### src/rtl/mem_stage_pkg.sv
// Shared types and codes for the memory-access pipeline stage.
// Holds the FSM state enum, access size codes and writeback-select codes.
package mem_stage_pkg;

   typedef enum logic [1:0] {
      ST_IDLE = 2'b00,
      ST_REQ  = 2'b01,
      ST_WAIT = 2'b10,
      ST_DONE = 2'b11
   } mem_state_t;

   localparam logic [1:0] SIZE_BYTE = 2'b00;
   localparam logic [1:0] SIZE_HALF = 2'b01;
   localparam logic [1:0] SIZE_WORD = 2'b10;

   localparam logic [1:0] WSEL_ALU  = 2'b00;
   localparam logic [1:0] WSEL_LOAD = 2'b01;
   localparam logic [1:0] WSEL_WD   = 2'b10;

   // Halfwords need an even address, words a 4-byte aligned one; bytes never fault.
   function automatic logic is_misaligned(input logic [1:0] size, input logic [1:0] offset);
      return ((size == SIZE_HALF) && offset[0]) ||
             ((size == SIZE_WORD) && (offset != 2'b00));
   endfunction

endpackage

### src/rtl/mem_align.sv
// Combinational byte-lane steering: store byte enables / replicated write data,
// and load data extraction with sign or zero extension.
module mem_align
   import mem_stage_pkg::*;
(
   input  logic [1:0]  st_offset,
   input  logic [1:0]  st_size,
   input  logic [31:0] st_data,
   output logic [3:0]  be,
   output logic [31:0] wdata,
   input  logic [1:0]  ld_offset,
   input  logic [1:0]  ld_size,
   input  logic        ld_unsigned,
   input  logic [31:0] rdata,
   output logic [31:0] ld_data
);

   logic [31:0] shifted;
   logic        ld_sign;

   // Narrow stores replicate the value across every lane so the enable alone picks the lane.
   always_comb begin
      be    = 4'b1111;
      wdata = st_data;
      case (st_size)
         SIZE_BYTE: begin
            be    = 4'b0001 << st_offset;
            wdata = {4{st_data[7:0]}};
         end
         SIZE_HALF: begin
            be    = 4'b0011 << st_offset;
            wdata = {2{st_data[15:0]}};
         end
         default: begin
            be    = 4'b1111;
            wdata = st_data;
         end
      endcase
   end

   always_comb begin
      shifted = rdata >> {ld_offset, 3'b000};
      ld_sign = 1'b0;
      ld_data = rdata;
      case (ld_size)
         SIZE_BYTE: begin
            ld_sign = ~ld_unsigned & shifted[7];
            ld_data = {{24{ld_sign}}, shifted[7:0]};
         end
         SIZE_HALF: begin
            ld_sign = ~ld_unsigned & shifted[15];
            ld_data = {{16{ld_sign}}, shifted[15:0]};
         end
         default: begin
            ld_sign = 1'b0;
            ld_data = rdata;
         end
      endcase
   end

endmodule

### src/rtl/mem_access_unit.sv
// Pipeline memory stage: passes ALU results straight through and runs loads/stores
// over a req/gnt/rvalid bus, stalling upstream until the access completes or times out.
module mem_access_unit
   import mem_stage_pkg::*;
#(
   parameter int BUS_TIMEOUT = 255
) (
   input  logic        clk,
   input  logic        rst_n,
   input  logic        in_valid,
   input  logic [31:0] in_pc,
   input  logic [31:0] in_addr,
   input  logic [31:0] in_wdata,
   input  logic [31:0] in_wD,
   input  logic [4:0]  in_wR,
   input  logic [1:0]  in_rf_wsel,
   input  logic        in_rf_we,
   input  logic        in_ram_we,
   input  logic [1:0]  in_size,
   input  logic        in_unsigned,
   output logic        stall_o,
   output logic        bus_req,
   output logic        bus_we,
   output logic [31:0] bus_addr,
   output logic [3:0]  bus_be,
   output logic [31:0] bus_wdata,
   input  logic        bus_gnt,
   input  logic        bus_rvalid,
   input  logic [31:0] bus_rdata,
   output logic        wb_valid,
   output logic [31:0] wb_pc,
   output logic [4:0]  wb_wR,
   output logic        wb_rf_we,
   output logic [31:0] wb_data,
   output logic        misalign_o,
   output logic        bus_err_o
);

   localparam int TW = (BUS_TIMEOUT < 2) ? 1 : $clog2(BUS_TIMEOUT + 1);
   localparam logic [TW-1:0] TMR_LAST = TW'(BUS_TIMEOUT - 1);

   mem_state_t    state;
   mem_state_t    next_state;
   logic [TW-1:0] tmr;
   logic          mem_op;
   logic          misaligned;
   logic          timed_out;
   logic          abort;
   logic          start_req;

   logic [31:0]   lat_addr;
   logic [31:0]   lat_pc;
   logic [4:0]    lat_wR;
   logic [1:0]    lat_size;
   logic          lat_unsigned;
   logic          lat_we;
   logic          lat_rf_we;

   logic [3:0]    al_be;
   logic [31:0]   al_wdata;
   logic [31:0]   al_ld_data;

   assign mem_op     = in_valid & (in_ram_we | (in_rf_wsel == WSEL_LOAD));
   assign misaligned = is_misaligned(in_size, in_addr[1:0]);
   assign timed_out  = (tmr >= TMR_LAST);
   assign start_req  = (state == ST_IDLE) & mem_op & ~misaligned;

   // Gated by rst_n so the stall drops the moment reset asserts, even while in_* still request an access.
   assign stall_o = rst_n & (start_req | (state == ST_REQ) | (state == ST_WAIT));

   mem_align u_align (
      .st_offset   (in_addr[1:0]),
      .st_size     (in_size),
      .st_data     (in_wdata),
      .be          (al_be),
      .wdata       (al_wdata),
      .ld_offset   (lat_addr[1:0]),
      .ld_size     (lat_size),
      .ld_unsigned (lat_unsigned),
      .rdata       (bus_rdata),
      .ld_data     (al_ld_data)
   );

   always_ff @(posedge clk or negedge rst_n) begin
      if (!rst_n) begin
         state <= ST_IDLE;
      end else begin
         state <= next_state;
      end
   end

   // A grant or read response wins over an expiring timer in the same cycle.
   always_comb begin
      next_state = state;
      abort      = 1'b0;
      case (state)
         ST_IDLE: begin
            if (start_req) begin
               next_state = ST_REQ;
            end
         end
         ST_REQ: begin
            if (bus_gnt) begin
               next_state = lat_we ? ST_DONE : ST_WAIT;
            end else if (timed_out) begin
               next_state = ST_DONE;
               abort      = 1'b1;
            end
         end
         ST_WAIT: begin
            if (bus_rvalid) begin
               next_state = ST_DONE;
            end else if (timed_out) begin
               next_state = ST_DONE;
               abort      = 1'b1;
            end
         end
         default: begin
            next_state = ST_IDLE;
         end
      endcase
   end

   // Counts every cycle spent in REQ and WAIT together; it holds once the limit is reached.
   always_ff @(posedge clk or negedge rst_n) begin
      if (!rst_n) begin
         tmr <= '0;
      end else if (start_req) begin
         tmr <= '0;
      end else if (((state == ST_REQ) || (state == ST_WAIT)) && !timed_out) begin
         tmr <= tmr + 1'b1;
      end
   end

   always_ff @(posedge clk or negedge rst_n) begin
      if (!rst_n) begin
         lat_addr     <= '0;
         lat_pc       <= '0;
         lat_wR       <= '0;
         lat_size     <= '0;
         lat_unsigned <= 1'b0;
         lat_we       <= 1'b0;
         lat_rf_we    <= 1'b0;
      end else if (start_req) begin
         lat_addr     <= in_addr;
         lat_pc       <= in_pc;
         lat_wR       <= in_wR;
         lat_size     <= in_size;
         lat_unsigned <= in_unsigned;
         lat_we       <= in_ram_we;
         lat_rf_we    <= in_rf_we;
      end
   end

   // Bus fields are captured on entry to REQ and held steady until the next access.
   always_ff @(posedge clk or negedge rst_n) begin
      if (!rst_n) begin
         bus_req    <= 1'b0;
         bus_we     <= 1'b0;
         bus_addr   <= '0;
         bus_be     <= '0;
         bus_wdata  <= '0;
         wb_valid   <= 1'b0;
         wb_pc      <= '0;
         wb_wR      <= '0;
         wb_rf_we   <= 1'b0;
         wb_data    <= '0;
         misalign_o <= 1'b0;
         bus_err_o  <= 1'b0;
      end else begin
         wb_valid   <= 1'b0;
         misalign_o <= 1'b0;
         bus_err_o  <= 1'b0;
         bus_req    <= (next_state == ST_REQ);
         bus_we     <= (next_state == ST_REQ) ? (start_req ? in_ram_we : lat_we) : 1'b0;
         case (state)
            ST_IDLE: begin
               if (start_req) begin
                  bus_addr  <= {in_addr[31:2], 2'b00};
                  bus_be    <= al_be;
                  bus_wdata <= al_wdata;
               end else begin
                  wb_valid <= in_valid;
                  wb_pc    <= in_pc;
                  wb_wR    <= in_wR;
                  if (mem_op) begin
                     wb_rf_we   <= 1'b0;
                     wb_data    <= '0;
                     misalign_o <= 1'b1;
                  end else begin
                     wb_rf_we <= in_valid & in_rf_we;
                     wb_data  <= (in_rf_wsel == WSEL_WD) ? in_wD : in_addr;
                  end
               end
            end
            ST_REQ, ST_WAIT: begin
               if (next_state == ST_DONE) begin
                  wb_valid <= 1'b1;
                  wb_pc    <= lat_pc;
                  wb_wR    <= lat_wR;
                  if (abort) begin
                     wb_rf_we  <= 1'b0;
                     wb_data   <= '0;
                     bus_err_o <= 1'b1;
                  end else begin
                     wb_rf_we <= lat_rf_we;
                     wb_data  <= lat_we ? lat_addr : al_ld_data;
                  end
               end
            end
            default: begin
            end
         endcase
      end
   end

endmodule

### config.mk
export PLATFORM = sky130hd
export DESIGN_NAME = mem_access_unit
export DESIGN_NICKNAME = d
export VERILOG_FILES = /design/src/rtl/mem_stage_pkg.sv /design/src/rtl/mem_align.sv /design/src/rtl/mem_access_unit.sv
export SDC_FILE = /design/constraint.sdc
export NUM_CORES = 1
export LEC_CHECK = 0
export CORE_MARGIN = 1
export CORE_UTILIZATION = 48
export DETAILED_ROUTE_END_ITERATION = 10
export PLACE_DENSITY = 0.81
export SYNTH_ARGS = -nofsm -noshare
export SYNTH_HDL_FRONTEND = slang
export SYNTH_SLANG_ARGS = --single-unit
### constraint.sdc
create_clock -name clk -period 2.9 [get_ports clk]
set_input_delay 0.58 -clock clk [delete_from_list [all_inputs] [get_ports clk]]
set_output_delay 0.58 -clock clk [all_outputs]
set_load 0.01 [all_outputs]
[Yosys cells after proc, flatten, opt, wreduce, memory -nomap -nowiden]
Cells that the tools add are included.
Operators by class
  add/sub/neg operators: 1
  magnitude comparators: 1
  eq/ne operators: 11
  shift-type cells: 3
  muxes and demuxes: 44
  bitwise gates (word level): 12
  reductions and logical operators: 15
Operators by type and width (number)
  2-to-1 mux 32 bit: 8
  case mux 32 bit (2 select lines): 4
  right shift 32 x 5 -> 16 bit: 1
  2-to-1 mux 1 bit: 18
  2-to-1 mux 8 bit: 2
  == test 2 x 1 -> 1 bit, second input constant: 5
  2-to-1 mux 5 bit: 2
  case mux 5 bit (2 select lines): 1
  adder 8 x 1 -> 8 bit, second input constant: 1
  == test 2 bit, second input constant: 4
  greater-or-equal comparator 8 bit, second input constant: 1
  2-to-1 mux 2 bit: 4
  case mux 4 bit (2 select lines): 1
  bitwise AND 1 bit: 7
  logical NOT 2 bit: 3
  case mux 1 bit (2 select lines): 3
  case mux 2 bit (3 select lines): 1
  nonzero test 2 bit: 3
  inequality test 2 bit, second input constant: 2
  << shifter 1 x 2 -> 4 bit, first input constant: 1
  << shifter 2 x 2 -> 4 bit, first input constant: 1
  logical AND 1 bit: 3
  bitwise OR 1 bit: 3
  AND reduction 3 bit: 1
  5 further kinds: 7
Storage, ports and cells
  bits in registers: 225
  input bits: 177
  logic and storage cells: 108

[Logic depth before layout (Yosys ltp)]
  depth after elaboration: 10
  mapped depth: 10

[Cells and area by module]
A second synthesis with hierarchy kept.
Unflattened totals
  cell total of the unflattened synthesis: 1136
  area total of the unflattened synthesis: 11453.5 µm²
By module, submodules not included
  mem_access_unit: times used 1, cells an instance 965, area an instance 10274.9 µm²
  mem_align: times used 1, cells an instance 171, area an instance 1178.6 µm²

[Worst setup path before layout]
No wires, ideal clock.
  path kind: input-to-reg
  start: input port in_addr[1]
  end: register wb_pc[27]
  arrival time: 2400 ps
  data required time: 2772 ps
  setup slack: 372 ps
  cell stages on the path: 8
  path buffers: 2
  cells stage by stage: clkbuf_1 > and3b_1 > a21oi_2 > a21oi_1 > a211o_1 > a41oi_4 > buf_6 > mux2_1
On the way
  cells in the longest elaborated chain, start to end: 10
  elaborated cells between the ends (all ways): 11
  classes of those cells: 3 x eq/ne; 2 x mux; 2 x bitwise; 4 x reduce/logical
Ends and longest elaborated chain
  start: declaration: RTL line mem_access_unit.sv:12  | input logic [31:0] in_addr,
  nonzero test 2 bit (*): RTL line mem_stage_pkg.sv:23  | ((size == SIZE_WORD) && (offset != 2'b00));
  logical AND 1 bit (*): RTL line mem_stage_pkg.sv:23
  logical OR 1 bit (*): RTL line mem_stage_pkg.sv:22  | return ((size == SIZE_HALF) && offset[0]) ||
  inverter 1 bit (*): RTL line mem_access_unit.sv:66  | assign start_req = (state == ST_IDLE) & mem_op & ~misaligned;
  bitwise AND 1 bit (*): RTL line mem_access_unit.sv:66
  2-to-1 mux 2 bit: RTL line mem_access_unit.sv:98  | if (start_req) begin
  case mux 2 bit (3 select lines): RTL line mem_access_unit.sv:96  | case (state)
  == test 2 bit: RTL line mem_access_unit.sv:197  | if (next_state == ST_DONE) begin
  inequality test 2 bit (no line)
  AND reduction 3 bit (no line) (*)
  end signal: assignment: RTL line mem_access_unit.sv:184  | wb_pc <= in_pc;
  end signal: assignment: RTL line mem_access_unit.sv:199  | wb_pc <= lat_pc;
  end: declaration: RTL line mem_access_unit.sv:31  | output logic [31:0] wb_pc,
Mark *: on every way between the ends. The rest lies on a longest branch, timed or not.
A chain may end at the register's enable or synchronous reset.

[Worst setup path in the final report]
  start: input port in_rf_wsel[1]
  end: output port stall_o
On the way
  cells in the longest elaborated chain, start to end: 8
Ends and longest elaborated chain
  start: declaration: RTL line mem_access_unit.sv:16  | input logic [1:0] in_rf_wsel,
  == test 2 x 1 -> 1 bit: RTL line mem_access_unit.sv:63  | assign mem_op = in_valid & (in_ram_we | (in_rf_wsel == WSEL_LOAD));
  bitwise OR 1 bit: RTL line mem_access_unit.sv:63
  bitwise AND 1 bit: RTL line mem_access_unit.sv:63
  bitwise AND 1 bit (2 in series): RTL line mem_access_unit.sv:66
  bitwise OR 1 bit (2 in series): RTL line mem_access_unit.sv:69  | assign stall_o = rst_n & (start_req | (state == ST_REQ) | (state == ST_WAIT));
  bitwise AND 1 bit: RTL line mem_access_unit.sv:69
  end: declaration: RTL line mem_access_unit.sv:21  | output logic stall_o,
Every way passes these cells.

==> results.toml <==
[final_layout]
fin_area_um2 = 15600
drive_above_1_share_pct = 11.1
area_delta_synth_final_pct = 41.0
layout.nets = 1636

[clock_network]
hold_buffers = 0
cts_buffer_depth = 3
cts_made_buffers = 25
tritoncts = "yes"
clock_latency_ps = 520
htree_levels = 1
cts-root-buf = "clkbuf_16"
path_clk_slew_ps = 60
clock_sinks = 225

[global_route]
grt_use_total_pct = 28.7
grt_pass1_vias = 9837
grt_max_degree = 165
grt_antenna_before_repair = 2
grt_overflow = 0
grt_pass1_wl_mm = 53.3

[synthesis]
ys_seq_elements = 225
synthTopCellsByArea = "dfrtp_1, nand2_1, mux2_2"
synth_area_um2 = 11100
synth.distinct_cells = 54
synth-async-reset-ratio_pct = 100
yosysMostFrequentCell = "nand2_1"
yosys-top-cells-count = "nand2_1, dfrtp_1, mux2i_1"
syn_inst = 1145
syn_avg_cell_area_um2 = 9.67
ys_seq_area_share_pct = 50.9
yosysTopAreaCell = "dfrtp_1"
yosys_warnings = 0
synth_top_area_share_pct = 50.9
ys.flop_type = "dfrtp_1"
synth_edf_count = 0

[placement]
dpl_cell_area_um2 = 14600
io_buffers = 318
gp_congestion = 0.869
hpwl_mm = 23.5

[drt]
ant_nets = 0
wirelength_mm = 33.8
wl_per_cell_um = 19.2
drc = 0
drt_iter0_markers = 659
firstDrtPassIters = 5
via_per_inst = 5.54
via_count = 9732

[timing]
fin_skew_ps = 22.6
setup_viol = 0
relSlewSlack_pct = 33.5
hold_viol = 0
fin_crit_sh_pct = 97.2
tns_ps = 0
drv_slew = 0
tightestPinTransition_ps = 994
period_needed_ps = 2820
fmax_mhz = 355
rsz0062_at_grt = "false"

[min_path]
min_path_type = "in -> async"

[setup_path]
cp_max_fo = 4
crit_chain = "clkdlybuf4s50_1, nor2b_4, buf_4, o21a_1, and3_4, o31a_1, dlygate4sd2_1"
endpoint_kind = "output port"
reg2reg_setup_slack_ps = 90
cp-start-kind = "primary input"
slowest_stage = "clkdlybuf4s50_1"
cp.required_ps = 2320
cpPeakStageDelay_ps = 530
r2r-end = "wb_pc[9]"
critical_path_class = "in -> out"
r2r_start = "tmr[1]"
crit_arrival_ps = 2240
rr_worst_depth = 9

[floorplanning]
die_h_um = 154
rows = 55
ios = 321
fp.dieW_um = 154
core_um2 = 22600
start_util_pct = 48.9
die_area_um2 = 23700

[run]
cap_violations = 0

[outcome]
status = "finished clean"

[power]
max-vdd-ir-drop_v = 0.000779
p_leak_nw = 7.20
powerDensity_nw_per_um2 = 1170
-- kinds of logic (layout without fill, tap and decap cells) --
group	Yosys count	in the layout	share of synthesized area, %
xor gates and xnor gates	8	8	0.633
buffers and inverters	93	418	3.87
muxes	172	172	16.8
AOI/OAI and AO/OA	180	180	10.2
adders and majority gates	6	6	0.678
and+or+nand+nor	460	460	17.0
other	1	4	0.0339
DFF	225	225	50.9
-- where the power goes --
group	switching, W	internal, W
combinational	0.00452	0.00470
sequential	0.000882	0.00472
clock	0.00126	0.00220
total	0.00666	0.0116
-- critical path: cells and delay by family --
family	cells	cell delay [ps]
simple gates	2	260
buf+inv	3	970
compound gates	2	420
-- layout make-up --
type | instances | area [um^2]
Inverter | 14 | 52.6
Sequential cell | 225 | 5630
Multi-Input combinational cell | 828 | 5050
Clock buffer | 37 | 741
Clock inverter | 8 | 168
Fill cell | 1692 | 7040
Timing Repair Buffer | 359 | 3600
Antenna cell | 2 | 5.00
Tap cell | 285 | 357
-- routing by layer --
metal | vias to the layer above | GRT usage (%) | share of wire [%]
met5 | - | 0 | 0
met4 | 0 | 11.5 | 3.6
met3 | 78 | 7.36 | 9.2
met2 | 468 | 46.1 | 47
met1 | 4694 | 37.0 | 40
li1 | 4492 | - | -
-- flip-flops by register name, summed over array words and instances, names as in the netlist --
name,count
bus_be,4
lat_addr,32
lat_rf_we,1
lat_unsigned,1
wb_data,32
lat_size,2
state,2
wb_pc,32
wb_wR,5
wb_rf_we,1
bus_we,1
wb_valid,1
lat_pc,32
lat_wR,5
tmr,8
bus_wdata,32
bus_err_o,1
bus_addr,30
misalign_o,1
bus_req,1
lat_we,1
-- layout by cell type (no fill, tap or decap), types with 7 or more instances in the layout --
cell type / instances
a211oi_1: 19
a21oi_1: 56
a31oi_1: 8
buf_12: 7
buf_4: 33
clkbuf_16: 26
clkbuf_8: 7
clkdlybuf4s50_1: 316
dfrtp_1: 223
inv_1: 13
mux2_1: 33
mux2_2: 68
mux2i_1: 70
nand2_1: 363
nand2b_1: 26
nor2_1: 29
nor3_1: 16
o21ai_0: 47
o22ai_1: 15
-- how the worst max path moves through the flow --
| stage | start | end | slack, ps | cells past startpoint |
|---|---|---|---|---|
| 3_5_place_dp | in_rf_wsel[0] | wb_data[10] | -340 | 10 |
| 2_1_floorplan | in_addr[1] | wb_pc[27] | 370 | 8 |
| 5_1_grt | tmr[0] | wb_pc[19] | 20 | 10 |
| 3_3_place_gp | in_rf_wsel[0] | wb_data[25] | -320 | 9 |
| 6_report | in_rf_wsel[1] | stall_o | 80 | 7 |
| 4_1_cts | tmr[1] | wb_data[10] | 60 | 9 |
-- metrics by stage --
step,hold slack [ps],util (%),setup WS [ps],instances,total power [W]
global route,257,68.9,20.3,1757,0.0194
CTS,271,68.7,56.4,1753,0.0182
global placement,448,64.7,-320,1708,0.0143
finish,114,68.9,81.5,1758,0.0183
floorplan,284,-,372,1146,0.0108
detailed placement,453,64.7,-341,1708,0.0146
-- what timing repair did --
item / 4_1_cts / 5_1_grt
gates cloned: 0 / 1
buffers inserted: 0 / 2
endpoints found under the hold margin: 0 / 0
setup endpoints to repair: 1 / 3
gates resized for setup: 3 / 1
pin swaps: 0 / 3
No activity file was read; power rests on OpenSTA's default activity.
